`config.mk`:
```
export PLATFORM = sky130hd
export DESIGN_NAME = mux_rr_arbiter
export DESIGN_NICKNAME = d
export VERILOG_FILES = /design/src/rtl/mux_rr_arbiter_pkg.sv /design/src/rtl/rr_pick4.sv /design/src/rtl/mux_rr_arbiter.sv
export SDC_FILE = /design/constraint.sdc
export NUM_CORES = 1
export LEC_CHECK = 0
export CELL_PAD_IN_SITES_DETAIL_PLACEMENT = 1
export CELL_PAD_IN_SITES_GLOBAL_PLACEMENT = 1
export CORE_ASPECT_RATIO = 1.2
export CORE_MARGIN = 2
export CORE_UTILIZATION = 33
export CTS_CLUSTER_SIZE = 30
export DETAILED_ROUTE_END_ITERATION = 8
export GPL_TIMING_DRIVEN = 0
export PLACE_DENSITY = 0.83
export SLEW_MARGIN = 20
export SYNTH_ARGS = -nofsm -noshare
export SYNTH_HDL_FRONTEND = slang
export SYNTH_SLANG_ARGS = --single-unit
```
`constraint.sdc`:
```
create_clock -name i_clk -period 1.8 [get_ports i_clk]
set_input_delay 0.54 -clock i_clk [delete_from_list [all_inputs] [get_ports i_clk]]
set_output_delay 0.54 -clock i_clk [all_outputs]
set_load 0.05 [all_outputs]
```
`src/rtl/mux_rr_arbiter_pkg.sv`:
```
// ============================================================================
//  Module   : mux_rr_arbiter_pkg
//  Purpose  : Shared types and constants for the round-robin 4:1 mux arbiter.
//             Holds the arbiter state encoding, requester count, select width
//             and an index-to-one-hot helper.
//  Revision : 1.0  initial release
// ============================================================================
`default_nettype none

package mux_rr_arbiter_pkg;

    localparam int N_REQ = 4;
    localparam int SEL_W = 2;

    typedef enum logic [0:0] {
        IDLE  = 1'b0,
        GRANT = 1'b1
    } state_t;

    function automatic logic [N_REQ-1:0] onehot(input logic [SEL_W-1:0] idx);
        onehot      = '0;
        onehot[idx] = 1'b1;
    endfunction

endpackage

`default_nettype wire

```
`src/rtl/rr_pick4.sv`:
```
// ============================================================================
//  Module   : rr_pick4
//  Purpose  : Combinational rotating priority picker over four requests.
//             Scans start, start+1, start+2, start+3 (mod 4); the first set
//             request wins.
//  Ports    : i_req   [3:0] request vector
//             i_start [1:0] index searched first
//             o_idx   [1:0] winning index (i_start when nothing is requested)
//             o_found       high when any request is set
//  Revision : 1.0  initial release
// ============================================================================
`default_nettype none

module rr_pick4
    import mux_rr_arbiter_pkg::*;
(
    input  logic [N_REQ-1:0] i_req,
    input  logic [SEL_W-1:0] i_start,
    output logic [SEL_W-1:0] o_idx,
    output logic             o_found
);

    logic [SEL_W-1:0] w_cand;

    // Walk from the farthest offset back to the nearest so the nearest set
    // request overwrites any later one. The 2-bit sum wraps 3 -> 0 naturally.
    always_comb begin
        o_idx   = i_start;
        o_found = |i_req;
        w_cand  = i_start;
        for (int k = N_REQ - 1; k >= 0; k--) begin
            w_cand = i_start + SEL_W'(k);
            if (i_req[w_cand]) begin
                o_idx = w_cand;
            end
        end
    end

endmodule

`default_nettype wire

```
`src/rtl/mux_rr_arbiter.sv`:
```
// ============================================================================
//  Module   : mux_rr_arbiter
//  Purpose  : Round-robin arbiter sharing one 4:1 single-bit mux between four
//             requesters, with a hold limit that forces rotation.
//  Ports    : i_clk        clock, rising edge
//             i_rst        asynchronous active-high reset
//             i_req  [3:0] request per requester
//             i_a    [3:0] data bit per requester
//             o_gnt  [3:0] registered one-hot grant, zero when idle
//             o_sel  [1:0] registered mux select
//             o_valid      registered, high while a grant is active
//             o_o          i_a[o_sel] when o_valid, else 0 (combinational)
//  Revision : 1.0  initial release
// ============================================================================
`default_nettype none

module mux_rr_arbiter
    import mux_rr_arbiter_pkg::*;
#(
    parameter int HOLD_MAX = 4,
    parameter int HOLD_W   = 3
) (
    input  logic             i_clk,
    input  logic             i_rst,
    input  logic [N_REQ-1:0] i_req,
    input  logic [N_REQ-1:0] i_a,
    output logic [N_REQ-1:0] o_gnt,
    output logic [SEL_W-1:0] o_sel,
    output logic             o_valid,
    output logic             o_o
);

    state_t            r_state, w_state_nxt;
    logic [SEL_W-1:0]  r_ptr,   w_ptr_nxt;
    logic [HOLD_W-1:0] r_cnt,   w_cnt_nxt;
    logic [N_REQ-1:0]  r_gnt,   w_gnt_nxt;
    logic [SEL_W-1:0]  r_sel,   w_sel_nxt;
    logic              r_valid, w_valid_nxt;

    logic [SEL_W-1:0]  w_start;
    logic [SEL_W-1:0]  w_win;
    logic              w_found;

    // While idle the search starts at the priority pointer; while granting
    // the only search that matters is the release search, which starts just
    // after the current owner.
    assign w_start = (r_state == GRANT) ? r_sel + SEL_W'(1) : r_ptr;

    rr_pick4 u_pick (
        .i_req   (i_req),
        .i_start (w_start),
        .o_idx   (w_win),
        .o_found (w_found)
    );

    always_ff @(posedge i_clk or posedge i_rst) begin
        if (i_rst) begin
            r_state <= IDLE;
            r_ptr   <= '0;
            r_cnt   <= '0;
            r_gnt   <= '0;
            r_sel   <= '0;
            r_valid <= 1'b0;
        end else begin
            r_state <= w_state_nxt;
            r_ptr   <= w_ptr_nxt;
            r_cnt   <= w_cnt_nxt;
            r_gnt   <= w_gnt_nxt;
            r_sel   <= w_sel_nxt;
            r_valid <= w_valid_nxt;
        end
    end

    always_comb begin
        w_state_nxt = r_state;
        w_ptr_nxt   = r_ptr;
        w_cnt_nxt   = r_cnt;
        w_gnt_nxt   = r_gnt;
        w_sel_nxt   = r_sel;
        w_valid_nxt = r_valid;

        case (r_state)
            IDLE: begin
                if (w_found) begin
                    w_sel_nxt   = w_win;
                    w_gnt_nxt   = onehot(w_win);
                    w_valid_nxt = 1'b1;
                    w_cnt_nxt   = HOLD_W'(1);
                    w_state_nxt = GRANT;
                end
            end
            GRANT: begin
                if (i_req[r_sel] && (r_cnt < HOLD_W'(HOLD_MAX))) begin
                    w_cnt_nxt = r_cnt + HOLD_W'(1);
                end else begin
                    // Release: rotate priority past the owner. A winner takes
                    // over on this same edge; the owner may win again only if
                    // it is the sole requester.
                    w_ptr_nxt = r_sel + SEL_W'(1);
                    if (w_found) begin
                        w_sel_nxt = w_win;
                        w_gnt_nxt = onehot(w_win);
                        w_cnt_nxt = HOLD_W'(1);
                    end else begin
                        // SEL intentionally keeps its last value.
                        w_gnt_nxt   = '0;
                        w_valid_nxt = 1'b0;
                        w_state_nxt = IDLE;
                    end
                end
            end
            default: begin
                w_state_nxt = IDLE;
            end
        endcase
    end

    assign o_gnt   = r_gnt;
    assign o_sel   = r_sel;
    assign o_valid = r_valid;
    assign o_o     = r_valid ? i_a[r_sel] : 1'b0;

endmodule

`default_nettype wire

```
==> results of run 1 <==
## state kept, by name, summed over array words and instances, names as in the netlist
signal,count
o_valid,1
o_sel,2
r_cnt,3
o_gnt,4
r_ptr,2
r_state,1
## where the power goes
| group | total (W) | internal, W | switching, W |
|---|---|---|---|
| sequential | 0.000509 | 0.000415 | 0.0000938 |
| clock | 0.000191 | 0.0000863 | 0.000105 |
| combinational | 0.00160 | 0.000758 | 0.000839 |
| total | 0.00230 | 0.00126 | 0.00104 |
## synth_stat cells
| cell | count |
|---|---|
| sky130_fd_sc_hd__dfrtp_1 | 13 |
| sky130_fd_sc_hd__inv_1 | 6 |
| sky130_fd_sc_hd__nand2_1 | 6 |
| sky130_fd_sc_hd__o21ai_0 | 5 |
| sky130_fd_sc_hd__nor2_1 | 4 |
| sky130_fd_sc_hd__a21oi_1 | 3 |
| sky130_fd_sc_hd__a22o_1 | 3 |
| sky130_fd_sc_hd__a31oi_1 | 2 |
| sky130_fd_sc_hd__a32oi_1 | 2 |
| sky130_fd_sc_hd__buf_6 | 2 |
| sky130_fd_sc_hd__mux2_2 | 2 |
| sky130_fd_sc_hd__mux2i_1 | 2 |
| sky130_fd_sc_hd__mux4_2 | 2 |
| sky130_fd_sc_hd__nand2b_1 | 2 |
| sky130_fd_sc_hd__nand3_1 | 2 |
| sky130_fd_sc_hd__nor3b_1 | 2 |
| sky130_fd_sc_hd__o21a_1 | 2 |
| sky130_fd_sc_hd__a211o_1 | 1 |
| sky130_fd_sc_hd__a21boi_0 | 1 |
| sky130_fd_sc_hd__a31o_2 | 1 |
| sky130_fd_sc_hd__and2_1 | 1 |
| sky130_fd_sc_hd__and3_4 | 1 |
| sky130_fd_sc_hd__clkbuf_1 | 1 |
| sky130_fd_sc_hd__ha_1 | 1 |
| sky130_fd_sc_hd__nor2_2 | 1 |
| sky130_fd_sc_hd__nor3_4 | 1 |
| sky130_fd_sc_hd__nor4_4 | 1 |
| sky130_fd_sc_hd__o21bai_1 | 1 |
| sky130_fd_sc_hd__or2_2 | 1 |
| sky130_fd_sc_hd__xor2_1 | 1 |
## metrics by stage
| stage | power [W] | cells | utilization |
|---|---|---|---|
| 5_1_grt | 0.00244 | 132 | 0.522 |
| 3_3_place_gp | 0.00171 | 121 | 0.444 |
| 4_1_cts | 0.00225 | 132 | 0.515 |
| 6_report | 0.00230 | 132 | 0.522 |
| 2_1_floorplan | 0.00143 | 73 | - |
| 3_5_place_dp | 0.00174 | 121 | 0.444 |
## final timing paths
check                                      from  depth (start not counted)                    to
max in group asynchronous                 i_rst                          2  o_sel[0]$_DFFE_PP0P_
max reg2reg                o_sel[0]$_DFFE_PP0P_                          9  o_sel[0]$_DFFE_PP0P_
min                          r_cnt[0]$_DFF_PP0_                          1    r_cnt[0]$_DFF_PP0_
min in group asynchronous                 i_rst                          2  r_ptr[0]$_DFFE_PP0P_
max                        o_sel[0]$_DFFE_PP0P_                          4                   o_o
min reg2reg                  r_cnt[0]$_DFF_PP0_                          1    r_cnt[0]$_DFF_PP0_
## area by class of cell
class,instances,area [um^2],area share
plain buffers,1,11.3,0.00954
clock buffers,4,26.3,0.0223
inverters,6,22.5,0.0191
multi-input cells,51,509,0.432
flip-flops and latches,13,327,0.277
well taps,31,38.8,0.0329
repair buffers,26,245,0.208
## metal layers
layer | wire length, um | track usage | up-vias
li1 | - | - | 321
met1 | 873 | 0.226 | 363
met2 | 1150 | 0.307 | 18
met3 | 56 | 0.0322 | 7
met4 | 88 | 0.120 | 0
met5 | 0 | 0 | -
## logic make-up after synthesis
kind of cell	share of synthesized area
flip-flops	0.423
XOR/XNOR	0.0114
adder cells (fa/ha/maj)	0.0163
multiplexers	0.114
AND/OR/NAND/NOR	0.185
buffers and inverters	0.0634
AO/OA/AOI/OAI	0.187
## cell usage in the layout, fill, tap and decap left out, types with 3 or more instances in the layout
master / Yosys / layout
sky130_fd_sc_hd__buf_4: 0 / 5
sky130_fd_sc_hd__o21ai_1: 0 / 4
sky130_fd_sc_hd__inv_1: 6 / 6
sky130_fd_sc_hd__a22o_1: 3 / 3
sky130_fd_sc_hd__nand2_1: 6 / 5
sky130_fd_sc_hd__clkbuf_4: 0 / 3
sky130_fd_sc_hd__nor2_1: 4 / 4
sky130_fd_sc_hd__dfrtp_1: 13 / 12
sky130_fd_sc_hd__dlygate4sd2_1: 0 / 14
sky130_fd_sc_hd__buf_6: 2 / 4
## timing repair
| action | in CTS | in global routing |
|---|---|---|
| cloned | 0 | 0 |
| endpoints found under the setup margin | 20 | 13 |
| pin swaps | 9 | 5 |
| resized for setup | 43 | 6 |
| setup buffers | 9 | 1 |
==> results.json, run 1 <==
{
  "tritoncts": "built",
  "grt_pass1_wl_um": 3570,
  "synth.net_count": 84,
  "final.setup_skew_ps": 4.82,
  "final.fill_count": 259,
  "port_buffer_cells": 17,
  "chipHeight_um": 56.9,
  "netlist.area_leader.share": 0.423,
  "drt_wl_total_um": 2170,
  "main_area_contributors_after_synthesis": "sky130_fd_sc_hd__dfrtp_1 42%, sky130_fd_sc_hd__mux4_2 5.9%, sky130_fd_sc_hd__a22o_1 3.4%, sky130_fd_sc_hd__o21ai_0 3.3%, sky130_fd_sc_hd__buf_6 2.9%",
  "grt-ovfl-total": 0,
  "floorplan.die.width_um": 48.1,
  "largest_net_degree_at_the_start_of_global_routing": 14,
  "post_route_cells_drive_above_1_share": 0.376,
  "gpl.final_weighted_congestion": 0.791,
  "max_cap_viol_count": 0,
  "critical-path-slowest-cell": "sky130_fd_sc_hd__mux4_2",
  "max_slew.worst_pin.slew_ps": 498,
  "standard_cell_row_count": 19,
  "htreeDepth": 1,
  "failing_checks": "setup timing",
  "yosys_warnings": 0,
  "criticalPathCategory": "flip-flop to primary output",
  "ioPinCount": 18,
  "core_area_mm2": 0.00226,
  "path_buf_inv": 2,
  "clkSinkCount": 13,
  "power.static_leakage_nw": 0.519,
  "slew_headroom": 0.668,
  "cell_chain_critical_path": "buf_6 > mux4_2 > and2_4 > buf_8",
  "dr.first_iter.drc_count": 10,
  "detailed_place.area_mm2": 0.00100,
  "cts_root_buffer": "sky130_fd_sc_hd__clkbuf_4",
  "post-synth-top-area-cell": "sky130_fd_sc_hd__dfrtp_1",
  "worst-path-max-fanout": 2,
  "ctsHoldBuffers": 0,
  "initial_core_util": 0.341,
  "nNetsFinal": 113,
  "timing.critical_path.slowest_cell_delay_ps": 490,
  "period_needed_ps": 2070,
  "hpwlAfterDp_um": 1390,
  "design.die.area_mm2": 0.00274,
  "synthesis.area_um2": 769,
  "netlist_instances": 73,
  "power-per-cell-area_mw_per_mm2": 1950,
  "post_drt_wl_per_cell_um": 16.4,
  "num_vias": 709,
  "setup-violations-final": 11,
  "cts_inserted_buffers": 3,
  "grt_antenna_before_repair": 0,
  "insertion_delay_ps": 290,
  "avgSynthCellArea_um2": 10.5,
  "design_area_mm2": 0.00118,
  "wp_data_required_ps": 1260,
  "ff2ff_setup_slack_ps": -210,
  "diodes": 0,
  "cp_top_family": "multiplexers",
  "post-route-period-util": 1.15,
  "first_global_vias": 734,
  "synth-seq-cells": 13,
  "seq_area_frac_synth": 0.423,
  "synthDistinctLibCells": 30,
  "hold-worst-slack_ps": 494,
  "pre_cts_slack_ps": -1010,
  "ant_nets": 0,
  "detail_route.first_pass.iterations": 2,
  "final-hold-violation-count": 0,
  "route.detailed.drc": 0,
  "cts-root-to-sink-buffers": 2,
  "startpoint_type": "flip-flop",
  "worst_setup_hold_path_clk_slew_ps": 80,
  "status": "complete, but fails checks",
  "achievable_freq_ghz": 0.482,
  "timing.critical_path.arrival_ps": 1530,
  "final_max_slew_viol_count": 0,
  "unrepaired_setup_endpoints_after_global_routing": "true",
  "timing.setup.tns_ps": -1340,
  "cp-end-kind": "primary output",
  "timing.hold.worst.class": "flip-flop to flip-flop",
  "track_usage": 0.192,
  "power.ir.vdd_worst_uv": 795,
  "finalWorstSetupSlack_ps": -274,
  "route.detailed.vias_per_inst": 5.37,
  "flow.area_growth_from_synthesis_pct": 53.3
}
Power figures use the tool's default switching activity.
==> run 2, diff against run 1 <==
CORE_UTILIZATION = 37   (was 33)
PLACE_DENSITY = 0.87   (was 0.83)
clock period = 1.95 ns   (was 1.8 ns; I/O delays follow)
==> results.json, run 2 (synthesis results as in run 1) <==
{
  "timing.critical_path.slowest_cell_delay_ps": 480,
  "status": "complete, but fails checks",
  "standard_cell_row_count": 18,
  "achievable_freq_ghz": 0.473,
  "dr.first_iter.drc_count": 3,
  "cp_top_family": "multiplexers",
  "ctsHoldBuffers": 0,
  "critical-path-slowest-cell": "sky130_fd_sc_hd__mux4_2",
  "setup-violations-final": 4,
  "htreeDepth": 1,
  "failing_checks": "setup timing",
  "reg2reg_capture_point": "o_sel[0]$_DFFE_PP0P_",
  "power-per-cell-area_mw_per_mm2": 1770,
  "port_buffer_cells": 17,
  "grt-ovfl-total": 0,
  "grt_pass1_wl_um": 3010,
  "worstReg2RegStart": "o_sel[0]$_DFFE_PP0P_",
  "num_vias": 650,
  "drt_wl_total_um": 1950,
  "ff2ff_path_depth": 7,
  "power_after_layout_w": 0.00195,
  "finalWorstSetupSlack_ps": -166,
  "power.ir.vdd_worst_uv": 759,
  "track_usage": 0.173,
  "hpwlAfterDp_um": 1460,
  "cts_root_buffer": "sky130_fd_sc_hd__clkbuf_4",
  "period_needed_ps": 2120,
  "crit_cells": 4,
  "startpoint_type": "flip-flop",
  "initial_core_util": 0.384,
  "final.fill_count": 236,
  "timing.hold.worst_endpoint": "o_gnt[2]$_DFFE_PP0P_",
  "dpl.cell_count": 110,
  "cp-end-kind": "primary output",
  "worstHoldStart": "o_gnt[2]$_DFFE_PP0P_",
  "first_global_vias": 678,
  "ant_nets": 0,
  "route.detailed.drc": 0,
  "cell_chain_critical_path": "buf_6 > mux4_2 > and2_4 > buf_8",
  "post-route-period-util": 1.09,
  "ff2ff_setup_slack_ps": -30,
  "flip_flop_count_of_the_largest_register_all_copies_and_words_added": 4,
  "tritoncts": "built",
  "design.die.area_mm2": 0.00246,
  "cts-root-to-sink-buffers": 2,
  "ioPinCount": 18,
  "detailed_place.area_um2": 988,
  "timing.critical_path.arrival_ps": 1530,
  "final.setup_skew_ps": 5.47,
  "slew_headroom": 0.665,
  "wp_data_required_ps": 1360,
  "core_area_mm2": 0.00200,
  "route.detailed.vias_per_inst": 5.46,
  "detail_route.first_pass.iterations": 2,
  "post_drt_wl_per_cell_um": 16.4,
  "floorplan.die.width_um": 45.6,
  "multi_input_comb_area_um2": 474,
  "final-instance-count-excl-fill": 119,
  "diodes": 0,
  "power.static_leakage_nw": 0.478,
  "cts_inserted_buffers": 3,
  "timing.setup.tns_ps": -219,
  "worst-path-max-fanout": 3,
  "timing.hold.worst.class": "flip-flop to flip-flop",
  "worst_setup_hold_path_clk_slew_ps": 90,
  "insertion_delay_ps": 280,
  "layout.area.seq_um2": 327,
  "path_buf_inv": 2,
  "design_area_mm2": 0.00110,
  "nNetsFinal": 111,
  "final-hold-violation-count": 0,
  "clkSinkCount": 13,
  "largest_net_degree_at_the_start_of_global_routing": 14,
  "chipHeight_um": 54.0,
  "unrepaired_setup_endpoints_after_global_routing": "true",
  "max_slew.worst_pin.slew_ps": 502,
  "post_route_cells_drive_above_1_share": 0.343,
  "gpl.final_weighted_congestion": 0.915,
  "final_max_slew_viol_count": 0,
  "layout_commonest_cell": "sky130_fd_sc_hd__dfrtp_1",
  "min_path_cells": 2,
  "hold-worst-slack_ps": 499,
  "max_cap_viol_count": 0,
  "criticalPathCategory": "flip-flop to primary output",
  "grt_antenna_before_repair": 0,
  "final_cell_mix": "12 x sky130_fd_sc_hd__dfrtp_1, 9 x sky130_fd_sc_hd__dlygate4sd2_1, 6 x sky130_fd_sc_hd__nand2_1, 6 x sky130_fd_sc_hd__inv_1, 6 x sky130_fd_sc_hd__buf_4",
  "flow.area_growth_from_synthesis_pct": 43.3
}
==> run 2: worst reg2reg max path, cell delays in order, from the launching register on <==
cell and delay [ps]:
sky130_fd_sc_hd__dfrtp_2 410, sky130_fd_sc_hd__buf_6 120, sky130_fd_sc_hd__buf_4 130, sky130_fd_sc_hd__buf_6 110
sky130_fd_sc_hd__mux4_2 440, sky130_fd_sc_hd__and3_4 230, sky130_fd_sc_hd__nor2_4 130, sky130_fd_sc_hd__mux2_4 300
==> run 2: what timing repair did <==
item | CTS | global route
pin swaps | 1 | 6
endpoints found under the setup margin | 20 | 7
endpoints found under the hold margin | 0 | 0
gates resized for setup | 25 | 19
setup buffers | 0 | 8
==> run 2: final cells by class <==
cell class / instances / area share
timing repair buffer: 24 / 0.196
inverter: 6 / 0.0204
multi-input combinational: 51 / 0.430
clock buffer: 4 / 0.0238
sequential: 13 / 0.296
tap: 20 / 0.0227
buffer: 1 / 0.0102
==> run 2: per-stage QoR <==
stage	setup WS (ps)	utilization
2_1_floorplan	-35.9	-
3_3_place_gp	-921	0.493
3_5_place_dp	-943	0.493
4_1_cts	-221	0.501
5_1_grt	-209	0.550
6_report	-166	0.550
==> run 2: worst max-delay path by stage <==
stage,from,to,slack (ps)
global route,o_sel[0]$_DFFE_PP0P_,o_o,-210
CTS,o_sel[0]$_DFFE_PP0P_,o_o,-220
finish,o_sel[0]$_DFFE_PP0P_,o_o,-170
detailed placement,i_a[3],o_o,-940
global placement,i_a[3],o_o,-920
floorplan,o_sel[0]$_DFFE_PP0P_,o_sel[0]$_DFFE_PP0P_,-40
==> run 2: metal layers <==
layer	wire length, um	vias to the layer above	global-route usage
met1	832	325	0.193
met2	1050	11	0.310
met3	55	2	0.0369
li1	-	312	-
met5	0	-	0
met4	19	0	0.0735
==> run 2: report_power, final <==
part	internal (W)	switching [W]	leakage [nW]
logic	0.000597	0.000702	0.310
registers	0.000383	0.0000975	0.154
clock network	0.0000793	0.0000913	0.0150
total	0.00106	0.000891	0.478
